--- config.mk ---
export PLATFORM = sky130hd
export DESIGN_NAME = nibble_serial_adder
export DESIGN_NICKNAME = d
export VERILOG_FILES = /design/src/rtl/nibble_serial_adder.sv
export SDC_FILE = /design/constraint.sdc
export NUM_CORES = 1
export LEC_CHECK = 0
export BUFFER_PORTS_ARGS = -buffer_cell sky130_fd_sc_hd__buf_2
export CAP_MARGIN = 20
export CORE_ASPECT_RATIO = 0.8
export CORE_MARGIN = 2
export CORE_UTILIZATION = 55
export CTS_BUF_LIST = sky130_fd_sc_hd__clkbuf_8
export CTS_CLUSTER_SIZE = 14
export DETAILED_ROUTE_END_ITERATION = 10
export PLACE_DENSITY_LB_ADDON = 0.3
export SYNTH_ARGS = -nofsm -noshare
export SYNTH_HDL_FRONTEND = slang
export SYNTH_HIERARCHICAL = 1
export SYNTH_SLANG_ARGS = --single-unit
--- constraint.sdc ---
create_clock -name clk -period 3.2 [get_ports clk]
set_clock_uncertainty 0.1 [all_clocks]
set_input_delay 0.32 -clock clk [delete_from_list [all_inputs] [get_ports clk]]
set_output_delay 0.32 -clock clk [all_outputs]
set_load 0.05 [all_outputs]
--- src/rtl/nibble_serial_adder.sv ---
// Multi-cycle WIDTH-bit adder: one 4-bit ripple slice reused NIBBLES times,
// LSB nibble first, with the inter-nibble carry held in a flip-flop.

module nibble_fa (
  input  logic x,
  input  logic y,
  input  logic ci,
  output logic sum,
  output logic co
);
  assign sum = x ^ y ^ ci;
  assign co  = (x & y) | (ci & (x ^ y));
endmodule

module nibble_serial_adder #(
  parameter int WIDTH   = 16,          // multiple of 4, >= 4
  parameter int NIBBLES = WIDTH / 4
) (
  input  logic             clk,
  input  logic             rst,
  input  logic             in_valid,
  output logic             in_ready,
  input  logic [WIDTH-1:0] a,
  input  logic [WIDTH-1:0] b,
  input  logic             cin,
  output logic             out_valid,
  input  logic             out_ready,
  output logic [WIDTH-1:0] s,
  output logic             carry,
  output logic             ovf
);
  localparam int CW = (NIBBLES > 1) ? $clog2(NIBBLES) : 1;

  typedef enum logic [1:0] {IDLE, RUN, DONE} state_t;

  state_t           state, state_nxt;
  logic [WIDTH-1:0] opa, opb, res, res_nxt;
  logic             carry_ff;
  logic [CW-1:0]    cnt;
  logic [3:0]       sum4;
  logic [4:0]       c;
  logic             accept, last;

  assign accept = in_valid & in_ready;
  assign last   = (cnt == CW'(NIBBLES - 1));

  // Shared 4-bit ripple slice
  assign c[0] = carry_ff;
  for (genvar i = 0; i < 4; i++) begin : g_fa
    nibble_fa u_fa (
      .x   (opa[i]),
      .y   (opb[i]),
      .ci  (c[i]),
      .sum (sum4[i]),
      .co  (c[i+1])
    );
  end

  // Sum nibbles enter at the top so the LSB nibble lands at bit 0 after NIBBLES passes
  if (WIDTH == 4) begin : g_res1
    assign res_nxt = sum4;
  end else begin : g_resn
    assign res_nxt = {sum4, res[WIDTH-1:4]};
  end

  always_ff @(posedge clk) begin
    if (rst) state <= IDLE;
    else     state <= state_nxt;
  end

  always_comb begin
    state_nxt = state;
    case (state)
      IDLE:    if (accept)          state_nxt = RUN;
      RUN:     if (last)            state_nxt = DONE;
      DONE:    if (out_ready)       state_nxt = IDLE;
      default:                      state_nxt = IDLE;
    endcase
  end

  always_comb begin
    in_ready  = (state == IDLE);
    out_valid = (state == DONE);
  end

  always_ff @(posedge clk) begin
    if (rst) begin
      opa      <= '0;
      opb      <= '0;
      res      <= '0;
      carry_ff <= 1'b0;
      cnt      <= '0;
      s        <= '0;
      carry    <= 1'b0;
      ovf      <= 1'b0;
    end else begin
      case (state)
        IDLE: if (accept) begin
          opa      <= a;
          opb      <= b;
          carry_ff <= cin;
          cnt      <= '0;
        end
        RUN: begin
          res      <= res_nxt;
          opa      <= opa >> 4;
          opb      <= opb >> 4;
          carry_ff <= c[4];
          cnt      <= cnt + CW'(1);
          if (last) begin
            s     <= res_nxt;
            carry <= c[4];
            ovf   <= (opa[3] == opb[3]) && (sum4[3] != opa[3]);
          end
        end
        default: ;
      endcase
    end
  end
endmodule

=== Yosys cells after proc, flatten, opt, wreduce, memory -nomap -nowiden ===
Cells that the tools add are included.

* Word-level logic and storage cells: 57
* Register bits: 71

* Bitwise operators: 21
* Eq/ne operators: 8
* $add $sub $neg: 1
* Muxes and demuxes: 12
* Reductions and logical operators: 6

{| class="wikitable"
|+ Operators with widths
! kind !! number
|-
| 16-bit case mux with 2 select lines || 2
|-
| 16-bit 2-to-1 mux || 2
|-
| 1-bit bitwise AND || 9
|-
| 2-bit 2-to-1 mux || 4
|-
| 1-bit bitwise XOR || 8
|-
| 2-bit case mux with 3 select lines || 1
|-
| 2-bit equality test, second input constant || 2
|-
| 2-bit by 1-bit inequality test with 1-bit output, second input constant || 2
|-
| 1-bit bitwise OR || 4
|-
| 2-bit case mux with 2 select lines || 1
|-
| 2-bit AND reduction || 2
|-
| 3-bit AND reduction || 1
|-
| 2-bit by 1-bit adder with 2-bit output, second input constant || 1
|-
| 2-bit by 1-bit equality test with 1-bit output, second input constant || 1
|-
| 2-bit logical NOT || 1
|-
| 2-bit inequality test, second input constant || 1
|-
| 1-bit case mux with 2 select lines || 1
|-
| 2-bit nonzero test || 1
|-
| 1-bit equality test || 1
|-
| 1-bit logical AND || 1
|-
| 1-bit 2-to-1 mux || 1
|-
| 1-bit inequality test || 1
|}

=== Logic depth before layout (Yosys ltp) ===
* Depth after elaboration: 10
* Mapped depth: 6

=== Modules after synthesis ===
Netlist, hierarchy kept.

{| class="wikitable"
|+ By module, submodules not included
! module !! times used !! cells each !! area an instance (um^2) !! seq. area each (um^2)
|-
| nibble_serial_adder || 1 || 323 || 2758.9 || 1341.3
|-
| nibble_fa || 4 || 1 || 20.0 || 0.0
|}

=== Worst setup path after synthesis ===
OpenSTA, ideal clock, no wires.

* Path kind: reg-to-reg
* From: register opb[0]
* To: register ovf
* Stages on the path, launching flop included: 7
* Buffers on the path: 0
* Data required time: 3.009 ns
* Clock period less this slack: 2.874 ns
* Arrival: 2.683 ns
* Path slack: 0.326 ns
* Path through: dfxtp_1 > fa_1 > fa_1 > fa_1 > fa_1 > or3b_2 > a311oi_1

* Cells in the longest elaborated chain, start to end: 10
* Elaborated cells between the ends (all ways): 11
* Classes of those cells: eq/ne: 1; bitwise: 9; reduce/logical: 1

{| class="wikitable"
|+ Ends and longest elaborated chain
! what !! line !! source
|-
| start, declared || 37 || <nowiki>logic [WIDTH-1:0] opa, opb, res, res_nxt;</nowiki>
|-
| start signal, assigned || 107 || <nowiki>opb <= opb >> 4;</nowiki>
|-
| 1-bit bitwise XOR || 12 || <nowiki>assign co = (x & y) | (ci & (x ^ y));</nowiki>
|-
| 1-bit bitwise AND || 12 ||
|-
| 1-bit bitwise OR * || 12 ||
|-
| via c[1] || 41 || <nowiki>logic [4:0] c;</nowiki>
|-
| 1-bit bitwise AND * || 12 ||
|-
| 1-bit bitwise OR * || 12 ||
|-
| via c[2] || 41 ||
|-
| 1-bit bitwise AND * || 12 ||
|-
| 1-bit bitwise OR * || 12 ||
|-
| via c[3] || 41 ||
|-
| 1-bit bitwise XOR * || 11 || <nowiki>assign sum = x ^ y ^ ci;</nowiki>
|-
| via res_nxt[15] || 37 ||
|-
| 1-bit inequality test * || 113 || <nowiki>ovf <= (opa[3] == opb[3]) && (sum4[3] != opa[3]);</nowiki>
|-
| 1-bit logical AND * || 113 ||
|-
| end signal, assigned || 113 ||
|-
| end, declared || 30 || <nowiki>output logic ovf</nowiki>
|}

Mark *: on every way through the listed nets, which the timed path passes. The rest lies on a longest branch.
A chain may end at the register's enable or synchronous reset.

=== Worst setup path in the final report ===
Ends and elaborated chain as after synthesis.

==> impl_metrics.yaml <==
outcome:
  status: "completed"
finish:
  layoutNonFillerInstCount: 437
  areaGrowthSynthToFinish_pct: 15.4
  layout.nets: 412
  drive_gt1_share_pct: 22.9
  antenna_cells: 0
  final_common_cell: "dfxtp_1"
  final_cell_area_mm2: 0.00328
  most-common-layout-cells: "dfxtp_1, nand2_1, nor2_1, buf_2, a21oi_1"
route:
  wire_per_inst_um: 14.1
  ant_nets: 0
  drtIter0Drc: 145
  drt_pass1_iterations: 4
  drcViolationCount: 0
  num_vias: 2432
  totalWireLength_um: 6170
  vias_per_cell: 5.57
die:
  die_w_um: 84.3
  rows: 23
  io_pins: 57
  die_area_mm2: 0.00576
  start_util_pct: 57.0
  coreArea_mm2: 0.00498
  dieHeight_um: 68.3
pwr:
  power_density_mw_per_mm2: 586
  power.switching_w: 0.000487
  combPwrFrac_pct: 11.3
  p_leak_nw: 1.31
  p_int_w: 0.00143
  ir_drop_mv: 0.302
  seq_power_share_pct: 47.6
  p_sw_share_pct: 25.4
  clkPwrFrac_pct: 41.1
synth:
  synthFlopType: "dfxtp_1"
  synth_cell_types: 33
  ys_warn_count: 6
  syn_avg_cell_area_um2: 8.68
  netlist_area_mm2: 0.00284
  ys_seq_elements: 67
  syn_nets: 369
  synth_edf_count: 0
  synth_cells: 327
  async_flop_share_pct: 0
  ys_seq_area_share_pct: 47.2
critical_path:
  critPathKind: "flip-flop to flip-flop"
  crit_arrival_ps: 3130
  path_max_fanout: 4
  crit_required_ps: 3370
  critPathLaunch: "opb[0]"
  end_kind: "flip-flop"
  r2r_end: "ovf"
  start_kind: "flip-flop"
  r2r-start: "opb[0]"
  rrSetupSlack_ps: 240
  r2r.worst_path.cells: 6
timing:
  slew_viol_final: 0
  hold_viol_final: 0
  finalCritPeriodShare_pct: 92.5
  rsz0062_at_grt: "no"
  fin_ws_ps: 241
  max_slew_margin_pct: 39.0
  finalCriticalPeriod_ps: 2960
  worst_pin_slew_ps: 913
  timing.hold.ws_ps: 104
  finalSetupViolCount: 0
  setup_tns_ps: 0
  max_freq_mhz: 338
worst_hold_path:
  hold_start: "a[15]"
  holdPathStages: 3
  whs_endpoint: "opa[15]"
  hold_class: "primary input to flip-flop"
clock_network:
  cts-root-buf: "clkbuf_8"
  cts.sinks: 67
  cts_hold_buf: 0
  path_clk_slew_ps: 70
  cts_setup_buffers: 0
  cts-buffers-inserted: 9
  cts-htree-levels: 3
  cts_resized: 0
  clock_latency_ps: 350
  cts_tree: "done"
  clk_path_buf_depth: 2
global_route:
  first_global_vias: 2186
  grt.total_usage_pct: 22.8
  grt-ovfl-total: 0
  antenna_found_initial: 0
  grt_start_max_net_pins: 38
  grt_pass1_wl_um: 10100
job:
  cap_violations: 0
placement:
  post-place-ws_ps: 256
  hpwlAfterDp_um: 4010
  placed_cells: 421
  port_buffers: 56
  gp_congestion: 0.817
  placed_cell_area_mm2: 0.00305
-- area by class of cell --
type                            instances  area, um^2
Sequential cell                        67        1340
Fill cell                             435        1700
Tap cell                               62        77.6
Clock buffer                           10         138
Inverter                                2        7.51
Clock inverter                          6        88.8
Timing Repair Buffer                   59         303
Multi-Input combinational cell        231        1320
-- sequential cells by signal, summed over array words and instances (netlist names) --
register	flops
opa	16
s	16
opb	16
carry	1
state	2
carry_ff	1
ovf	1
res	12
cnt	2
-- synthesized netlist by cell type (2+ instances only) --
library cell	n	share of area, %
nor2b_1	2	0.44
nor2_1	56	7.4
buf_6	5	2.0
nand2b_1	2	0.44
nand3_1	3	0.53
a22oi_1	6	1.6
a21oi_1	33	5.8
o22ai_1	4	0.88
a211oi_1	21	5.6
fa_1	4	2.8
clkbuf_1	12	1.6
buf_4	7	1.9
o2bb2ai_1	21	6.5
o21ai_0	4	0.71
nand2_1	58	7.7
dfxtp_1	67	47
a211oi_2	4	1.8
buf_2	3	0.53
-- kinds of logic (layout without fill, tap and decap cells) --
| family | Yosys count | after routing | synth area share, % |
|---|---|---|---|
| AO/OA/AOI/OAI | 96 | 96 | 23.8 |
| adder cells (fa/ha/maj) | 5 | 5 | 3.26 |
| buffers and inverters | 29 | 77 | 6.21 |
| flip-flops | 67 | 67 | 47.2 |
| multiplexers | 1 | 1 | 0.353 |
| AND/OR/NAND/NOR | 129 | 129 | 19.1 |
-- power groups by stage --
stage | Sequential (W) | Combinational (W) | Clock [W]
detailed placement | 0.000932 | 0.000215 | 0
floorplan | 0.000923 | 0.000174 | 0
global route | 0.000920 | 0.000244 | 0.000839
global placement | 0.000929 | 0.000213 | 0
CTS | 0.000913 | 0.000217 | 0.000797
finish | 0.000913 | 0.000218 | 0.000788
-- through the flow --
stage                     power (W)  utilization [%]
after floorplan             0.00110                -
after global placement      0.00114             61.3
after detailed placement    0.00115             61.3
after CTS                   0.00193             65.8
after global routing        0.00200             65.8
final                       0.00192             65.8
-- critical path, stage by stage (launching register included) --
cell and delay [ps]:
dfxtp_1 330, fa_1 430, fa_1 380, fa_1 380, fa_1 540, or3b_2 450, a311oi_1 250
-- per-layer routing --
| layer | vias up | share of wire (%) | GRT usage (%) | wire [um] |
|---|---|---|---|---|
| met3 | 7 | 5.6 | 8.93 | 347 |
| met2 | 64 | 46 | 36.9 | 2830 |
| met1 | 1137 | 47 | 28.5 | 2920 |
| met4 | 0 | 1.3 | 7.26 | 82 |
| li1 | 1224 | - | - | - |
| met5 | - | 0 | 0 | 0 |
-- worst max-delay path by stage --
stage	endpoint	slack (ps)	cells past startpoint
2_1_floorplan	ovf	330	6
3_3_place_gp	ovf	280	6
3_5_place_dp	ovf	260	6
4_1_cts	ovf	230	6
5_1_grt	ovf	110	6
6_report	ovf	240	6
Power figures use the tool's default switching activity.
